==> src/rtl/pe_os_vec.sv <==
// Output-stationary systolic PE: LANES signed multipliers -> adder tree -> local accumulator.
// Latency: beat accepted at edge e; ifm_d after e, products after e+1, acc/res_q at e+2, res_valid_o the cycle after.
// Backpressure: a finished result waiting on res_ready_i stalls the whole datapath (in_ready=0).
//
// Ports: clk/rst (sync, active-high); operand stream in_valid/in_last/in_ready with packed
// ifm/wght (lane 0 in LSBs); forwarded copies ifm_d/wght_d/valid_d/last_d; drain chain
// res_*_i from upstream and res_*_o to downstream (ready/valid, res_last marks end of column).
// Optional macro PE_OS_VEC_SAT_EN: the accumulate add saturates instead of wrapping.
module pe_os_vec #(
  parameter int IWIDTH = 8,
  parameter int OWIDTH = 24,
  parameter int LANES  = 4,
  parameter bit FIRST  = 1'b0
) (
  input  logic                      clk,
  input  logic                      rst,
  input  logic                      in_valid,
  input  logic                      in_last,
  output logic                      in_ready,
  input  logic [LANES*IWIDTH-1:0]   ifm,
  input  logic [LANES*IWIDTH-1:0]   wght,
  output logic [LANES*IWIDTH-1:0]   ifm_d,
  output logic [LANES*IWIDTH-1:0]   wght_d,
  output logic                      valid_d,
  output logic                      last_d,
  input  logic                      res_valid_i,
  input  logic                      res_last_i,
  input  logic [OWIDTH-1:0]         res_data_i,
  output logic                      res_ready_o,
  output logic                      res_valid_o,
  output logic                      res_last_o,
  output logic [OWIDTH-1:0]         res_data_o,
  input  logic                      res_ready_i
);

  localparam int PW = 2 * IWIDTH;
  localparam int SW = PW + $clog2(LANES);

  typedef enum logic [1:0] {IDLE, OWN, PASS} state_t;

  // S1: forwarded beat
  logic [LANES*IWIDTH-1:0] ifm_q, wght_q;
  logic                    valid_q, last_q;
  // S2: per-lane products
  logic signed [PW-1:0]    prod_q [LANES];
  logic                    v2_q, l2_q;
  // S3: accumulator and result holding register
  logic signed [OWIDTH-1:0] acc_q, acc_d, res_q, res_d;
  logic                     res_full_q, res_full_d;
  state_t                   state_q, state_d;

  logic signed [SW-1:0]     sum;
  logic signed [OWIDTH-1:0] sum_ext, add_res;
  logic                     leaving, stall;

  assign ifm_d   = ifm_q;
  assign wght_d  = wght_q;
  assign valid_d = valid_q;
  assign last_d  = last_q;

  // res_q frees up this cycle only if it is being handed downstream right now.
  assign leaving  = (state_q == OWN) && res_ready_i;
  assign stall    = v2_q && l2_q && res_full_q && !leaving;
  assign in_ready = !stall;

  always_comb begin
    sum = '0;
    for (int i = 0; i < LANES; i++) begin
      sum = sum + SW'(prod_q[i]);
    end
    sum_ext = OWIDTH'(sum);
  end

`ifdef PE_OS_VEC_SAT_EN
  logic [OWIDTH:0] add_wide;
  always_comb begin
    add_wide = {acc_q[OWIDTH-1], acc_q} + {sum_ext[OWIDTH-1], sum_ext};
    // Top two bits disagree only on overflow; the guard bit carries the true sign.
    if (add_wide[OWIDTH] != add_wide[OWIDTH-1]) begin
      add_res = add_wide[OWIDTH] ? {1'b1, {(OWIDTH-1){1'b0}}} : {1'b0, {(OWIDTH-1){1'b1}}};
    end else begin
      add_res = add_wide[OWIDTH-1:0];
    end
  end
`else
  assign add_res = acc_q + sum_ext;
`endif

  always_comb begin
    acc_d      = acc_q;
    res_d      = res_q;
    res_full_d = res_full_q;
    if (leaving) res_full_d = 1'b0;
    if (v2_q && !stall) begin
      if (l2_q) begin
        // Final beat: hand off and restart in the same edge so dot products can abut.
        res_d      = add_res;
        res_full_d = 1'b1;
        acc_d      = '0;
      end else begin
        acc_d = add_res;
      end
    end
  end

  always_ff @(posedge clk) begin
    if (rst) begin
      ifm_q      <= '0;
      wght_q     <= '0;
      valid_q    <= 1'b0;
      last_q     <= 1'b0;
      v2_q       <= 1'b0;
      l2_q       <= 1'b0;
      for (int i = 0; i < LANES; i++) prod_q[i] <= '0;
      acc_q      <= '0;
      res_q      <= '0;
      res_full_q <= 1'b0;
      state_q    <= IDLE;
    end else begin
      if (!stall) begin
        ifm_q   <= ifm;
        wght_q  <= wght;
        valid_q <= in_valid;
        last_q  <= in_valid && in_last;
        v2_q    <= valid_q;
        l2_q    <= last_q;
        for (int i = 0; i < LANES; i++) begin
          prod_q[i] <= PW'($signed(ifm_q[i*IWIDTH +: IWIDTH])) *
                       PW'($signed(wght_q[i*IWIDTH +: IWIDTH]));
        end
      end
      acc_q      <= acc_d;
      res_q      <= res_d;
      res_full_q <= res_full_d;
      state_q    <= state_d;
    end
  end

  // Drain FSM: emit own result, then (below the top) pass upstream beats through until end-of-column.
  always_comb begin
    state_d     = state_q;
    res_valid_o = 1'b0;
    res_last_o  = 1'b0;
    res_data_o  = res_q;
    res_ready_o = 1'b0;
    case (state_q)
      IDLE: begin
        if (res_full_q) state_d = OWN;
      end
      OWN: begin
        res_valid_o = 1'b1;
        res_last_o  = FIRST;
        if (res_ready_i) state_d = FIRST ? IDLE : PASS;
      end
      PASS: begin
        if (!FIRST) begin
          res_valid_o = res_valid_i;
          res_data_o  = res_data_i;
          res_last_o  = res_last_i;
          res_ready_o = res_ready_i;
          if (res_valid_i && res_ready_i && res_last_i) state_d = IDLE;
        end else begin
          state_d = IDLE;
        end
      end
      default: state_d = IDLE;
    endcase
  end

endmodule

==> config.mk <==
export PLATFORM = sky130hd
export DESIGN_NAME = pe_os_vec
export DESIGN_NICKNAME = d
export VERILOG_FILES = /design/src/rtl/pe_os_vec.sv
export SDC_FILE = /design/constraint.sdc
export NUM_CORES = 1
export LEC_CHECK = 0
export CORE_MARGIN = 2
export CORE_UTILIZATION = 40
export CTS_BUF_LIST = sky130_fd_sc_hd__clkbuf_8
export CTS_CLUSTER_SIZE = 25
export DETAILED_ROUTE_END_ITERATION = 8
export PLACE_DENSITY_LB_ADDON = 0.1
export SLEW_MARGIN = 20
export SYNTH_ARGS = -nofsm -noshare
export SYNTH_HDL_FRONTEND = slang
export SYNTH_SLANG_ARGS = --single-unit
==> constraint.sdc <==
create_clock -name clk -period 11.4 [get_ports clk]
set_clock_uncertainty 0.1 [all_clocks]
set_input_delay 2.28 -clock clk [delete_from_list [all_inputs] [get_ports clk]]
set_output_delay 2.28 -clock clk [all_outputs]
set_load 0.02 [all_outputs]
==> flow_summary.ini <==
[routing]
drt_iter0_drc = 553
finalWirelength_um = 46700
ant_nets = 0
dr.pass1.iters = 5
num_vias = 14400
vias_per_cell = 4.72
drc = 0
wl_per_cell_um = 15.3

[power_and_ir_drop]
powerDensity_mw_per_mm2 = 163
ir_worst_vdd_mv = 0.132
leakage_nw = 10.8

[setup_path]
crit_fanout = 5
cp_cell_sequence = clkdlybuf4s50_1, nand2_1, nand2_1, nor2_4, inv_2, clkdlybuf4s50_1
crit_path_top_delay_cell = clkdlybuf4s50_1
startpoint_type = primary input
path_class = primary input to output pin
worst-path-buf-inv = 3
endpoint_kind = output pin
cp.arrival_ns = 3.85
required_ns = 9.02
cp_top_family = buffers and inverters
max_stage_delay_ns = 0.61

[global_routing]
antenna_found_initial = 1
grt_pass1_wl_um = 77200
grt_max_degree = 70
use_met1 = 0.262
grt.busiest_layer = met2
globalRouteTotalUtil = 0.191
grt_overflow = 0
use_met2 = 0.314
use_met3 = 0.0350
grt_pass1_vias = 14800

[synth]
synth.distinct_cells = 56
ys_seq_area_frac = 0.217
synthTopCellsByCount = inv_1, fa_1, nand2_1, and2_1, ha_1
synth_seq_cells = 183
synth_most_common_cell = inv_1
synth-main-ff-cell = dfxtp_1
mappedNetlistArea_mm2 = 0.0198
yosysTopAreaCell = fa_1
synth_area_leaders = fa_1, dfxtp_1, inv_1, edfxtp_1, ha_1
synthArstFlopShare = 0
synth_cells = 2210
synth_edf_count = 64
syn_nets = 2736
syn_area_per_cell_um2 = 8.98
synth_warnings = 0
synth_top_area_share = 0.291

[floorplanning]
die_area_mm2 = 0.0514
core_mm2 = 0.0490
fp-row-count = 81
die_w_um = 227
initial_core_util = 0.405
die_y_um = 227
pin_count = 189

[place]
gp_congestion = 0.857
dp_cells = 3012
post-dp-hpwl_um = 37500
portBuffers = 188

[timing]
fmax_mhz = 160
setup_violations = 0
hold_slack_ns = 0.363
slew_headroom = 0.454
period_minus_slack_ns = 6.23
tightest_slew_ns = 0.819
drv_slew = 0
hold_violations = 0
setup-tns-final_ns = 0
fin_crit_sh = 0.547
rsz0062_at_grt = false

[cells_and_area]
nets = 2893
antenna_cells = 0
drive_gt1_frac = 0.0366
fillers = 4789
syn_to_final_growth_pct = 14.8
layout.cells.non_filler = 3044

[clock_tree]
cts.sinks = 183
numCtsBuffers = 17
cts_buffer_depth = 2
cts_resized = 0
cts_hold_buf = 0
cts_setup_buffers = 0
ctsHtreeMaxLevel = 4
clkLatencyLatePin_ns = 0.58
path_clk_slew_ns = 0.09
cts_tree = built
clock-root-buffer = clkbuf_8

[status]
status = finished clean

[run]
cap_viol_max_count = 0

[hold_path]
hp-class = register to register
## worst paths after layout
check         startpoint            end  slack (ns)  cells past startpoint
max          res_ready_i       in_ready        5.17                      6
min            res_q[20]      res_q[20]        0.36                      2
max reg2reg   wght_d[10]  prod_q[1][15]        6.36                     16
min reg2reg    res_q[20]      res_q[20]        0.36                      2
## sequential cells by signal (all words and copies together) (netlist names)
register	flops
last_d	1
state_q	2
res_q	24
acc_q	24
ifm_d	32
v2_q	1
l2_q	1
wght_d	32
valid_d	1
res_full_q	1
prod_q	64
## stage by stage
stage | instance area [µm²] | utilization | total power, mW | setup slack [ns]
2_1_floorplan | 19800 | - | 2.63 | 5.96
6_report | 22800 | 0.465 | 3.72 | 5.17
4_1_cts | 22800 | 0.465 | 3.78 | 5.15
3_3_place_gp | 22400 | 0.458 | 3.28 | 5.18
3_5_place_dp | 22400 | 0.458 | 3.29 | 5.17
5_1_grt | 22800 | 0.465 | 4.13 | 5.07
## where the power goes
part           total, mW  internal, mW  leakage, nW  switching, mW
registers          0.854         0.768         1.74         0.0855
logic               2.41         0.981         8.83           1.43
clock network      0.453         0.160        0.190          0.293
total               3.72          1.91         10.8           1.81
## final cells by class
cell class / count / area, µm² / area share
clock inverter: 15 / 139 / 0.00610
inverter: 524 / 1970 / 0.0863
timing repair buffer: 198 / 1950 / 0.0858
clock buffer: 17 / 234 / 0.0103
sequential: 183 / 4300 / 0.189
multi-input combinational: 1443 / 13400 / 0.586
tap: 664 / 831 / 0.0365
## cells in the final DEF (no fill, tap or decap), types with 4 or more instances in the layout
cell | netlist | layout
inv_1 | 524 | 523
fa_1 | 288 | 288
nand2_1 | 254 | 254
and2_1 | 188 | 188
clkdlybuf4s50_1 | 0 | 187
ha_1 | 143 | 142
a21oi_1 | 140 | 140
dfxtp_1 | 119 | 119
nor2_1 | 76 | 74
edfxtp_1 | 64 | 64
xnor2_1 | 59 | 59
nor2b_1 | 43 | 43
o21ai_0 | 32 | 32
mux2_2 | 28 | 28
nor3_1 | 25 | 25
xor2_1 | 18 | 18
clkbuf_8 | 0 | 17
o21a_1 | 13 | 13
buf_4 | 0 | 11
a21o_1 | 10 | 10
and3_1 | 10 | 10
a22o_1 | 10 | 10
a211oi_1 | 9 | 9
nand3_1 | 8 | 8
a31oi_1 | 8 | 8
nand3b_1 | 7 | 7
nand2b_1 | 6 | 6
or4_1 | 6 | 6
o31ai_1 | 5 | 5
a22oi_1 | 5 | 5
o21bai_1 | 5 | 5
or2_2 | 4 | 4
o31a_1 | 4 | 4
inv_6 | 0 | 4
clkinv_4 | 0 | 4
## logic make-up after synthesis
group | share of synthesized area
mux | 0.0169
flops | 0.217
xor+xnor | 0.0340
simple gates | 0.158
buf+inv | 0.111
compound gates | 0.0828
fa+ha+maj | 0.381
## metal layers
layer | share of wire | vias to the layer above | wire, µm
li1 | - | 7082 | -
met1 | 0.48 | 7022 | 22500
met2 | 0.46 | 233 | 21700
met3 | 0.041 | 34 | 1930
met4 | 0.013 | 0 | 623
met5 | 0 | - | 0
## worst register-to-register path, cell delays in order, from the launching register on
cell and delay, ns:
dfxtp_1 0.58, nand2_1 0.14, fa_1 0.56, inv_1 0.06, fa_1 0.49, fa_1 0.49
inv_1 0.05, fa_1 0.47, inv_1 0.04, ha_1 0.29, or4_1 0.51, o21ai_0 0.08
a31oi_1 0.09, a31o_2 0.29, a311oi_2 0.28, xnor2_1 0.20, nor2_1 0.07
Power figures use the tool's default switching activity.
